$ cat src/rtl/xm_psw_pkg.sv
// Shared PSW layout, field positions and sequencer state encoding for the
// exception entry/return controller.
package xm_psw_pkg;

  localparam logic [15:0] VEC_BASE_DEFAULT = 16'hFFC0;

  typedef enum logic [2:0] {
    PSW_C   = 3'd0,
    PSW_Z   = 3'd1,
    PSW_N   = 3'd2,
    PSW_V   = 3'd3,
    PSW_SLP = 3'd4
  } psw_bit_e;

  localparam int CP_HI = 7;
  localparam int CP_LO = 5;
  localparam int PP_HI = 15;
  localparam int PP_LO = 13;

  typedef struct packed {
    logic [2:0] pp;
    logic [4:0] rsvd;
    logic [2:0] cp;
    logic       slp;
    logic       v;
    logic       n;
    logic       z;
    logic       c;
  } psw_t;

  typedef enum logic [3:0] {
    S_IDLE,
    S_PUSH_PC,
    S_PUSH_PSW,
    S_RD_VPSW,
    S_RD_VPC,
    S_COMMIT,
    S_POP_PSW,
    S_POP_PC,
    S_RCOMMIT
  } seq_state_e;

  // Handler PSW: vector word with the new priority installed, the old one
  // saved in PP, and sleep cleared so the handler runs.
  function automatic psw_t entry_psw(input psw_t vec_psw, input logic [2:0] new_cp,
                                     input logic [2:0] old_cp);
    psw_t p;
    p = vec_psw;
    p[CP_HI:CP_LO] = new_cp;
    p[PP_HI:PP_LO] = old_cp;
    p[PSW_SLP] = 1'b0;
    return p;
  endfunction

endpackage

$ cat src/rtl/exc_mem_port.sv
// Memory port for the exception sequencer: drives the bus from the FSM's
// registered request and captures read data when the access completes.
module exc_mem_port (
  input  logic        clk,
  input  logic        rst_n,
  input  logic        req,
  input  logic        we,
  input  logic [15:0] addr,
  input  logic [15:0] wdata,
  input  logic        mem_ready,
  input  logic [15:0] mem_rdata,
  output logic        mem_req,
  output logic        mem_we,
  output logic [15:0] mem_addr,
  output logic [15:0] mem_wdata,
  output logic        done,
  output logic [15:0] rd_data
);

  // Request fields come from state and latched registers only, so they stay
  // put for as long as mem_ready is held low.
  assign mem_req   = req;
  assign mem_we    = req & we;
  assign mem_addr  = req ? addr : 16'h0000;
  assign mem_wdata = (req & we) ? wdata : 16'h0000;
  assign done      = req & mem_ready;

  always_ff @(posedge clk) begin
    if (!rst_n) begin
      rd_data <= 16'h0000;
    end else if (done && !we) begin
      rd_data <= mem_rdata;
    end
  end

endmodule

$ cat src/rtl/exception_sequencer.sv
// Sequences interrupt entry (stack PC/PSW, fetch vector, commit) and RETI
// (pop PSW/PC, commit) while stalling the control unit via busy.
module exception_sequencer
  import xm_psw_pkg::*;
#(
  parameter logic [15:0] VEC_BASE = VEC_BASE_DEFAULT,
  parameter int          VEC_W    = 3
) (
  input  logic             clk,
  input  logic             rst_n,
  input  logic             irq_req,
  input  logic [VEC_W-1:0] irq_vec,
  input  logic [2:0]       irq_pri,
  output logic             irq_ack,
  input  logic             reti_req,
  input  logic [15:0]      psw_in,
  output logic [1:0]       psw_wr_en,
  output logic [15:0]      psw_wr_data,
  input  logic [15:0]      pc_in,
  output logic [15:0]      pc_out,
  output logic             pc_wr,
  input  logic [15:0]      sp_in,
  output logic [15:0]      sp_out,
  output logic             sp_wr,
  output logic             mem_req,
  output logic             mem_we,
  output logic [15:0]      mem_addr,
  output logic [15:0]      mem_wdata,
  input  logic [15:0]      mem_rdata,
  input  logic             mem_ready,
  output logic             busy
);

  seq_state_e       state, state_nxt;
  logic [VEC_W-1:0] vec_q;
  logic [2:0]       pri_q;
  logic [15:0]      pc_q, sp_q, hold_q;
  psw_t             psw_q;
  logic             req, we, done, accept;
  logic [15:0]      addr, wdata, rd_data, vec_addr;

  assign accept   = rst_n && irq_req && (irq_pri > psw_in[CP_HI:CP_LO]);
  assign vec_addr = VEC_BASE + {{(16-VEC_W-2){1'b0}}, vec_q, 2'b00};
  assign busy     = (state != S_IDLE);

  always_ff @(posedge clk) begin
    if (!rst_n) begin
      state  <= S_IDLE;
      vec_q  <= '0;
      pri_q  <= 3'd0;
      pc_q   <= 16'h0000;
      sp_q   <= 16'h0000;
      psw_q  <= '0;
      hold_q <= 16'h0000;
    end else begin
      state <= state_nxt;
      if (state == S_IDLE) begin
        if (accept) begin
          vec_q <= irq_vec;
          pri_q <= irq_pri;
          pc_q  <= pc_in;
          psw_q <= psw_in;
          sp_q  <= sp_in;
        end else if (reti_req) begin
          sp_q <= sp_in;
        end
      end
      // First read of each sequence is parked here; the second stays in the port.
      if (done && (state == S_RD_VPSW || state == S_POP_PSW)) hold_q <= mem_rdata;
    end
  end

  always_comb begin
    state_nxt   = state;
    irq_ack     = 1'b0;
    req         = 1'b0;
    we          = 1'b0;
    addr        = 16'h0000;
    wdata       = 16'h0000;
    psw_wr_en   = 2'b00;
    psw_wr_data = 16'h0000;
    pc_out      = 16'h0000;
    pc_wr       = 1'b0;
    sp_out      = 16'h0000;
    sp_wr       = 1'b0;
    case (state)
      S_IDLE: begin
        // An accepted interrupt wins; a coincident RETI is re-issued later.
        if (accept) begin
          irq_ack   = 1'b1;
          state_nxt = S_PUSH_PC;
        end else if (reti_req) begin
          state_nxt = S_POP_PSW;
        end
      end
      S_PUSH_PC: begin
        req = 1'b1; we = 1'b1; addr = sp_q - 16'd2; wdata = pc_q;
        if (done) state_nxt = S_PUSH_PSW;
      end
      S_PUSH_PSW: begin
        req = 1'b1; we = 1'b1; addr = sp_q - 16'd4; wdata = psw_q;
        if (done) state_nxt = S_RD_VPSW;
      end
      S_RD_VPSW: begin
        req = 1'b1; addr = vec_addr;
        if (done) state_nxt = S_RD_VPC;
      end
      S_RD_VPC: begin
        req = 1'b1; addr = vec_addr + 16'd2;
        if (done) state_nxt = S_COMMIT;
      end
      S_COMMIT: begin
        psw_wr_en   = 2'b11;
        psw_wr_data = entry_psw(psw_t'(hold_q), pri_q, psw_q.cp);
        pc_out      = rd_data;
        pc_wr       = 1'b1;
        sp_out      = sp_q - 16'd4;
        sp_wr       = 1'b1;
        state_nxt   = S_IDLE;
      end
      S_POP_PSW: begin
        req = 1'b1; addr = sp_q;
        if (done) state_nxt = S_POP_PC;
      end
      S_POP_PC: begin
        req = 1'b1; addr = sp_q + 16'd2;
        if (done) state_nxt = S_RCOMMIT;
      end
      S_RCOMMIT: begin
        psw_wr_en   = 2'b11;
        psw_wr_data = hold_q;
        pc_out      = rd_data;
        pc_wr       = 1'b1;
        sp_out      = sp_q + 16'd4;
        sp_wr       = 1'b1;
        state_nxt   = S_IDLE;
      end
      default: state_nxt = S_IDLE;
    endcase
  end

  exc_mem_port u_mem_port (
    .clk       (clk),
    .rst_n     (rst_n),
    .req       (req),
    .we        (we),
    .addr      (addr),
    .wdata     (wdata),
    .mem_ready (mem_ready),
    .mem_rdata (mem_rdata),
    .mem_req   (mem_req),
    .mem_we    (mem_we),
    .mem_addr  (mem_addr),
    .mem_wdata (mem_wdata),
    .done      (done),
    .rd_data   (rd_data)
  );

endmodule

$ cat config.mk
export PLATFORM = sky130hd
export DESIGN_NAME = exception_sequencer
export DESIGN_NICKNAME = d
export VERILOG_FILES = /design/src/rtl/xm_psw_pkg.sv /design/src/rtl/exc_mem_port.sv /design/src/rtl/exception_sequencer.sv
export SDC_FILE = /design/constraint.sdc
export NUM_CORES = 1
export LEC_CHECK = 0
export ABC_AREA = 1
export BUFFER_PORTS_ARGS = -buffer_cell sky130_fd_sc_hd__clkbuf_2
export CAP_MARGIN = 10
export CORE_ASPECT_RATIO = 1.4
export CORE_UTILIZATION = 54
export DETAILED_ROUTE_END_ITERATION = 16
export GPL_TIMING_DRIVEN = 1
export PLACE_DENSITY = 0.87
export SLEW_MARGIN = 10
export SYNTH_ARGS = -nofsm -noshare
export SYNTH_HDL_FRONTEND = slang
export SYNTH_HIERARCHICAL = 1
export SYNTH_SLANG_ARGS = --single-unit
$ cat constraint.sdc
create_clock -name clk -period 3.66 [get_ports clk]
set_clock_uncertainty 0.2 [all_clocks]
set_input_delay 0.732 -clock clk [delete_from_list [all_inputs] [get_ports clk]]
set_output_delay 0.732 -clock clk [all_outputs]
set_load 0.02 [all_outputs]
==> qor.txt, run 1 <==
Number of buffers added on ports: 162
Class of the tightest hold or removal check: reg2reg
Area Overhead vs Synth: 21.6%
Via count: 6986
Post-DRT Antenna Nets: 0
Count of routing violations after the opening detailed-route iteration: 319
Share of the clock period used by the worst path after layout: 0.989
Max Fanout on Critical Path: 5
Die Wd: 93.6 um
Transition at the pin with the smallest max-transition slack: 799 ps
Maximum clock frequency: 276 MHz
Clock network latency to the later pin of the worst-skew pair: 340 ps
Effective utilization at floorplan: 0.557
Clock transition at the register clock pins on the worst setup and hold paths after CTS: 70 ps
Number of distinct library cells after synthesis: 45
GRT Util Overall: 0.292
Die extent in y: 130 um
YS warnings: 6
DRC violations left: 0
Placed cell count: 1287
Fin Setup TNS: 0 ps
Instance count of the mapped netlist: 1020
Number of search-and-repair iterations in the first detailed-routing pass: 5
Hold path start: pc_q[11]
Element type at the critical path start: flip-flop
Seq/Total Area, Yosys: 0.284
Final instance count without filler cells: 1314
Proportion of synthesized flip-flops having asynchronous set or reset: 0
Fraction of layout instances using a drive strength above 1: 0.234
Maximum count of clock buffers along a single path: 2
Grt total ovfl: 0
Clk sink count: 90
Worst path cell trace: inv_2 > nor2_4 > buf_12 > nand2_8 > ha_1 > nand2_1 > nand2_1 > nand2_1 > nand2_1 > a21oi_1 > nand2_1 > nand2_1 > nand3_1 > nand2_1 > nand2_1 > inv_1 > clkbuf_2
Top post-synthesis cells by area: sky130_fd_sc_hd__dfxtp_1, sky130_fd_sc_hd__nand2_1, sky130_fd_sc_hd__inv_1, sky130_fd_sc_hd__nor2_1, sky130_fd_sc_hd__a21oi_1
Tmin final: 3620 ps
Pin count of the biggest net entering global routing: 88
Most common cell after layout, fill and taps aside: sky130_fd_sc_hd__nand2_1
Final estimated routing congestion in global placement: 0.995
Origin of the worst setup path: state[2]
TritonCTS clock tree: built
Num rows: 46
Top-area cell type share of the netlist area: 0.284
Crit-path slowest cell: sky130_fd_sc_hd__dfxtp_2
Commonest non-fill, non-tap cells in the layout: sky130_fd_sc_hd__nand2_1, sky130_fd_sc_hd__inv_1, sky130_fd_sc_hd__clkbuf_2
Core outline area: 11400 um^2
Detailed Route WL: 18600 um
CP arrival: 2690 ps
Half-perimeter wire length of the detailed placement result: 13200 um
Pwr/cell area: 731 nW/um^2
Worst IR drop on VDD: 0.384 mV
Cell area after synthesis: 6350 um^2
Setup repair after global routing missed its margin: yes
Finished Cell Area: 7720 um^2
Leakage: 3.84 nW
Worst slew slack as a fraction of its limit: 0.467
Clock buffer count from CTS: 9
Number of H-tree levels: 3
Final Core Density: 0.678
Result of the run: complete, no violations
Die area: 12200 um^2
Via count of the first global-routing pass: 6065
Flops & latches, synth: 90
Total count of max-transition violations in the final report: 0
Crit-path max cell delay: 380 ps
Post-Syn Nets: 1115
Final hold violation count: 0
First-pass GRT wire length: 27800 um
Total I/O pin count: 163
Avg WL per Cell: 14.2 um
CP endpoint kind: output pin
Number of antenna violations at the first check in global routing: 0
Count of flip-flops with a built-in enable after synthesis: 0
CP required: 2730 ps
Critical R2R Launch: state[0]
Internal reg-to-reg setup slack: 800 ps
Leading area contributor after synthesis: sky130_fd_sc_hd__dfxtp_1
Critical Path Most Common Cell: sky130_fd_sc_hd__nand2_1
Per-instance average area after synthesis: 6.22 um^2
Routed vias/inst: 5.32
Final setup vio count: 0
Max_cap viols: 0
Synth Flop Type: sky130_fd_sc_hd__dfxtp_1
Clock tree root buffer cell: sky130_fd_sc_hd__clkbuf_16
Area after DPL: 7080 um^2
Type of the worst setup path: reg2out
Final net count: 1259
worst max-delay path: cells and delay by family (launching register included):
kind	cells	cell delay [ps]
and+or+nand+nor	11	960
buffers and inverters	4	440
DFF	1	380
adders and majority gates	1	340
AOI/OAI and AO/OA	1	240
per-layer routing:
| metal | global-route usage | up-vias | share of wire | wire (um) |
|---|---|---|---|---|
| met5 | 0 | - | 0 | 0 |
| met4 | 0.201 | 0 | 0.068 | 1270 |
| met3 | 0.0507 | 110 | 0.056 | 1050 |
| met2 | 0.516 | 287 | 0.51 | 9540 |
| met1 | 0.316 | 3126 | 0.36 | 6770 |
| li1 | - | 3463 | - | - |
flip-flops by register name, indices dropped and copies added (netlist names):
name	cells
hold_q	16
sp_q	16
psw_q	16
pri_q	3
u_mem_port/rd_data	16
vec_q	3
pc_q	16
state	4
through the flow:
| step | total power, mW | hold WS (ps) | setup WS (ps) |
|---|---|---|---|
| after detailed placement | 4.32 | 246 | 283 |
| after floorplan | 3.68 | 225 | 647 |
| after CTS | 5.35 | 256 | 16.5 |
| after global routing | 6.11 | 277 | -92.7 |
| final | 5.65 | 253 | 40.7 |
| after global placement | 4.27 | 240 | 300 |
Yosys cell counts, drive strengths merged, types with 2 or more instances:
library cell and n:
ha 19, dfxtp 90, nand2 217, nand4 3
or2 5, nand3b 6, o21ai 97, o211ai 2
xor2 8, inv 203, clkbuf 14, a21oi 91
nor2 136, o21bai 2, nand3 60, buf 35
nor3 6, o22ai 17
final timing paths:
check            endpoint  cells after the start
max          mem_addr[15]                     17
min              pc_q[11]                      2
max reg2reg    hold_q[13]                     14
min reg2reg      pc_q[11]                      2
what timing repair did:
action,4_1_cts,5_1_grt
hold endpoints to repair,0,0
pin swaps,0,3
buffers inserted,0,8
endpoints found under the setup margin,16,28
resized for setup,1,34
gates cloned,0,2
hold buffers,0,0
report_power, final:
group | switching (mW) | internal [mW]
Sequential | 0.193 | 1.18
Combinational | 2.17 | 1.09
Clock | 0.407 | 0.605
Total | 2.77 | 2.88
logic make-up (layout without fill, tap and decap cells):
family          count (synthesis)  count (layout)  synth area share
simple gates                  433             435             0.306
buf+inv                       253             400             0.175
compound gates                215             215             0.182
flops                          90              90             0.284
fa+ha+maj                      20              20            0.0406
xor+xnor                        9               9            0.0124
other cells                     0               1                 0
final cells by class:
| class | instances | area, um^2 |
|---|---|---|
| repair buffers | 180 | 973 |
| clock inverters | 7 | 101 |
| well taps | 144 | 180 |
| diodes | 1 | 2.50 |
| clock buffers | 9 | 225 |
| multi-input cells | 679 | 3660 |
| flip-flops and latches | 90 | 1810 |
| inverters | 204 | 771 |
| fillers | 1028 | 3670 |
Power figures use the tool's default switching activity.
==> run 2: changes to the inputs <==
--- a/config.mk
+++ b/config.mk
@@ -6,13 +6,14 @@
 export NUM_CORES = 1
 export LEC_CHECK = 0
 export ABC_AREA = 1
-export BUFFER_PORTS_ARGS = -buffer_cell sky130_fd_sc_hd__clkbuf_2
 export CAP_MARGIN = 10
 export CORE_ASPECT_RATIO = 1.4
-export CORE_UTILIZATION = 54
+export CORE_MARGIN = 8
+export CORE_UTILIZATION = 55
 export DETAILED_ROUTE_END_ITERATION = 16
+export DONT_BUFFER_PORTS = 1
 export GPL_TIMING_DRIVEN = 1
-export PLACE_DENSITY = 0.87
+export PLACE_DENSITY = 0.76
 export SLEW_MARGIN = 10
 export SYNTH_ARGS = -nofsm -noshare
 export SYNTH_HDL_FRONTEND = slang
==> qor.txt, run 2 (same netlist as run 1, synthesis figures left out) <==
CP arrival: 2570 ps (-120 ps)
Origin of the worst setup path: state[2]
Grt total ovfl: 0 (unchanged)
Effective utilization at floorplan: 0.563 (+0.00568)
Pin count of the biggest net entering global routing: 89 (+1.1%)
Pwr/cell area: 778 nW/um^2 (+6.4%)
Die extent in y: 143 um (+9.8%)
Sequential cell area in the final layout: 1800 um^2 (-0.21%)
Avg WL per Cell: 15.4 um (+8.7%)
Maximum count of clock buffers along a single path: 2 (unchanged)
Tightest hold margin: 248 ps (-4.73 ps)
Fraction of layout instances using a drive strength above 1: 0.0971 (-0.137)
Post-DRT Antenna Nets: 0 (unchanged)
Total power draw: 5.24 mW (-7.2%)
Final estimated routing congestion in global placement: 0.936 (-5.9%)
Clock transition at the register clock pins on the worst setup and hold paths after CTS: 70 ps (about the same)
TritonCTS clock tree: built
Worst slew slack as a fraction of its limit: 0.484 (+0.0163)
First-pass GRT wire length: 26800 um (-3.5%)
Final net count: 1089 (-14%)
Commonest non-fill, non-tap cells in the layout: sky130_fd_sc_hd__nand2_1, sky130_fd_sc_hd__inv_1, sky130_fd_sc_hd__nor2_1
Internal reg-to-reg setup slack: 730 ps (-70 ps)
Most congested layer reported by global routing: met2
Number of antenna violations at the first check in global routing: 0 (unchanged)
Most common cell after layout, fill and taps aside: sky130_fd_sc_hd__nand2_1
Met3 track utilization from global routing: 0.0492 (-0.00153)
Clock buffer count from CTS: 9 (unchanged)
Half-perimeter wire length of the detailed placement result: 13200 um (about the same)
Routed vias/inst: 5.32 (about the same)
Via count of the first global-routing pass: 5544 (-8.6%)
Clk sink count: 90 (unchanged)
Number of search-and-repair iterations in the first detailed-routing pass: 5 (unchanged)
Worst IR drop on VDD: 0.395 mV (+2.9%)
Area after DPL: 6250 um^2 (-12%)
Final hold violation count: 0 (unchanged)
Total I/O pin count: 163 (unchanged)
Max_cap viols: 0 (unchanged)
Total count of max-transition violations in the final report: 0 (unchanged)
CP endpoint kind: output pin
Transition at the pin with the smallest max-transition slack: 766 ps (-32.5 ps)
Clock network latency to the later pin of the worst-skew pair: 330 ps (about the same)
Antenna fix cells: 0 (-1)
Count of routing violations after the opening detailed-route iteration: 420 (+32%)
Met2 layer usage reported by global route: 0.405 (-0.111)
CP required: 2730 ps (about the same)
GRT Util Overall: 0.219 (-0.0735)
Fin Setup TNS: 0 ps (unchanged)
Num rows: 46 (unchanged)
Area Overhead vs Synth: 6.07%
Detailed Route WL: 17600 um (-5.5%)
Tmin final: 3500 ps (-118 ps)
Clock tree root buffer cell: sky130_fd_sc_hd__clkbuf_16
Number of buffers added on ports: 0 (-100%)
Final setup vio count: 0 (unchanged)
Type of the worst setup path: reg2out
Share of the clock period used by the worst path after layout: 0.957 (-0.0323)
Core outline area: 11300 um^2 (-1.0%)
DRC violations left: 0 (unchanged)
Class of the tightest hold or removal check: reg2reg
GR Layer Usage met1: 0.227 (-0.0890)
Die Wd: 107 um (+14%)
Fill cell instance count of the final layout: 1149 (+12%)
Critical R2R Launch: state[2]
Leakage: 3.05 nW (-20%)
Max Fanout on Critical Path: 9 (+4)
Number of H-tree levels: 3 (unchanged)
Maximum clock frequency: 286 MHz (+3.4%)
Element type at the critical path start: flip-flop
Die area: 15300 um^2 (+25%)
Result of the run: complete, no violations
Hold path start: pri_q[1]
Via count: 6079 (-13%)
Finished Cell Area: 6730 um^2 (-13%)
Area taken by multi-input logic gates: 3570 um^2 (-2.6%)
==> run 2: changes by cell type in the layout (fill, tap and decap cells not counted), sizes merged, moves of 2 or more <==
cell,previous run,this run
clkbuf,169,9
buf,20,11
clkinvlp,2,0
inv,204,206
==> run 2: layout make-up <==
type                       instances  share of cell area
clock inverter                     7              0.0141
clock buffer                       9              0.0334
sequential                        90               0.268
timing repair buffer              11              0.0141
tap                              144              0.0268
inverter                         204               0.114
multi-input combinational        678               0.530
==> run 2: power by group <==
group / switching [mW] / internal, mW
clock network: 0.430 / 0.550
registers: 0.216 / 1.17
logic: 1.97 / 0.901
==> run 2: path summary, 6_finish.rpt <==
check                endpoint  cells past startpoint
setup / recovery  mem_addr[5]                     13
hold / removal       pri_q[1]                      2
setup reg to reg    hold_q[4]                     14
hold reg to reg      pri_q[1]                      2
==> run 2: worst max-delay path, cell delays in order (launching register included) <==
cell	delay [ps]
sky130_fd_sc_hd__dfxtp_1	350
sky130_fd_sc_hd__inv_2	110
sky130_fd_sc_hd__nor2_4	50
sky130_fd_sc_hd__buf_12	140
sky130_fd_sc_hd__nand2_4	170
sky130_fd_sc_hd__inv_1	100
sky130_fd_sc_hd__fa_1	400
sky130_fd_sc_hd__inv_1	120
sky130_fd_sc_hd__nand3_1	90
sky130_fd_sc_hd__nand3_1	120
sky130_fd_sc_hd__nor2_1	80
sky130_fd_sc_hd__o221ai_1	230
sky130_fd_sc_hd__nand2_1	100
sky130_fd_sc_hd__inv_1	170
==> run 2: metrics by stage <==
| step | utilization | worst slack, ps | std cells |
|---|---|---|---|
| finish | 0.597 | 159 | 1143 |
| global route | 0.597 | -6.54 | 1143 |
| CTS | 0.583 | 64.3 | 1140 |
| detailed placement | 0.554 | 293 | 1124 |
| global placement | 0.554 | 359 | 1124 |
| floorplan | - | 647 | 1020 |
==> run 2: routing by layer <==
metal / vias to the layer above / share of wire
met2: 209 / 0.52
met5: - / 0
li1: 3127 / -
met3: 40 / 0.066
met4: 0 / 0.034
met1: 2703 / 0.38
==> run 2: timing repair <==
item,CTS,global route
gates resized for setup,1,18
buffers inserted,0,2
pin swaps,0,2
endpoints found under the setup margin,5,11
cloned,0,1
hold buffers,0,0
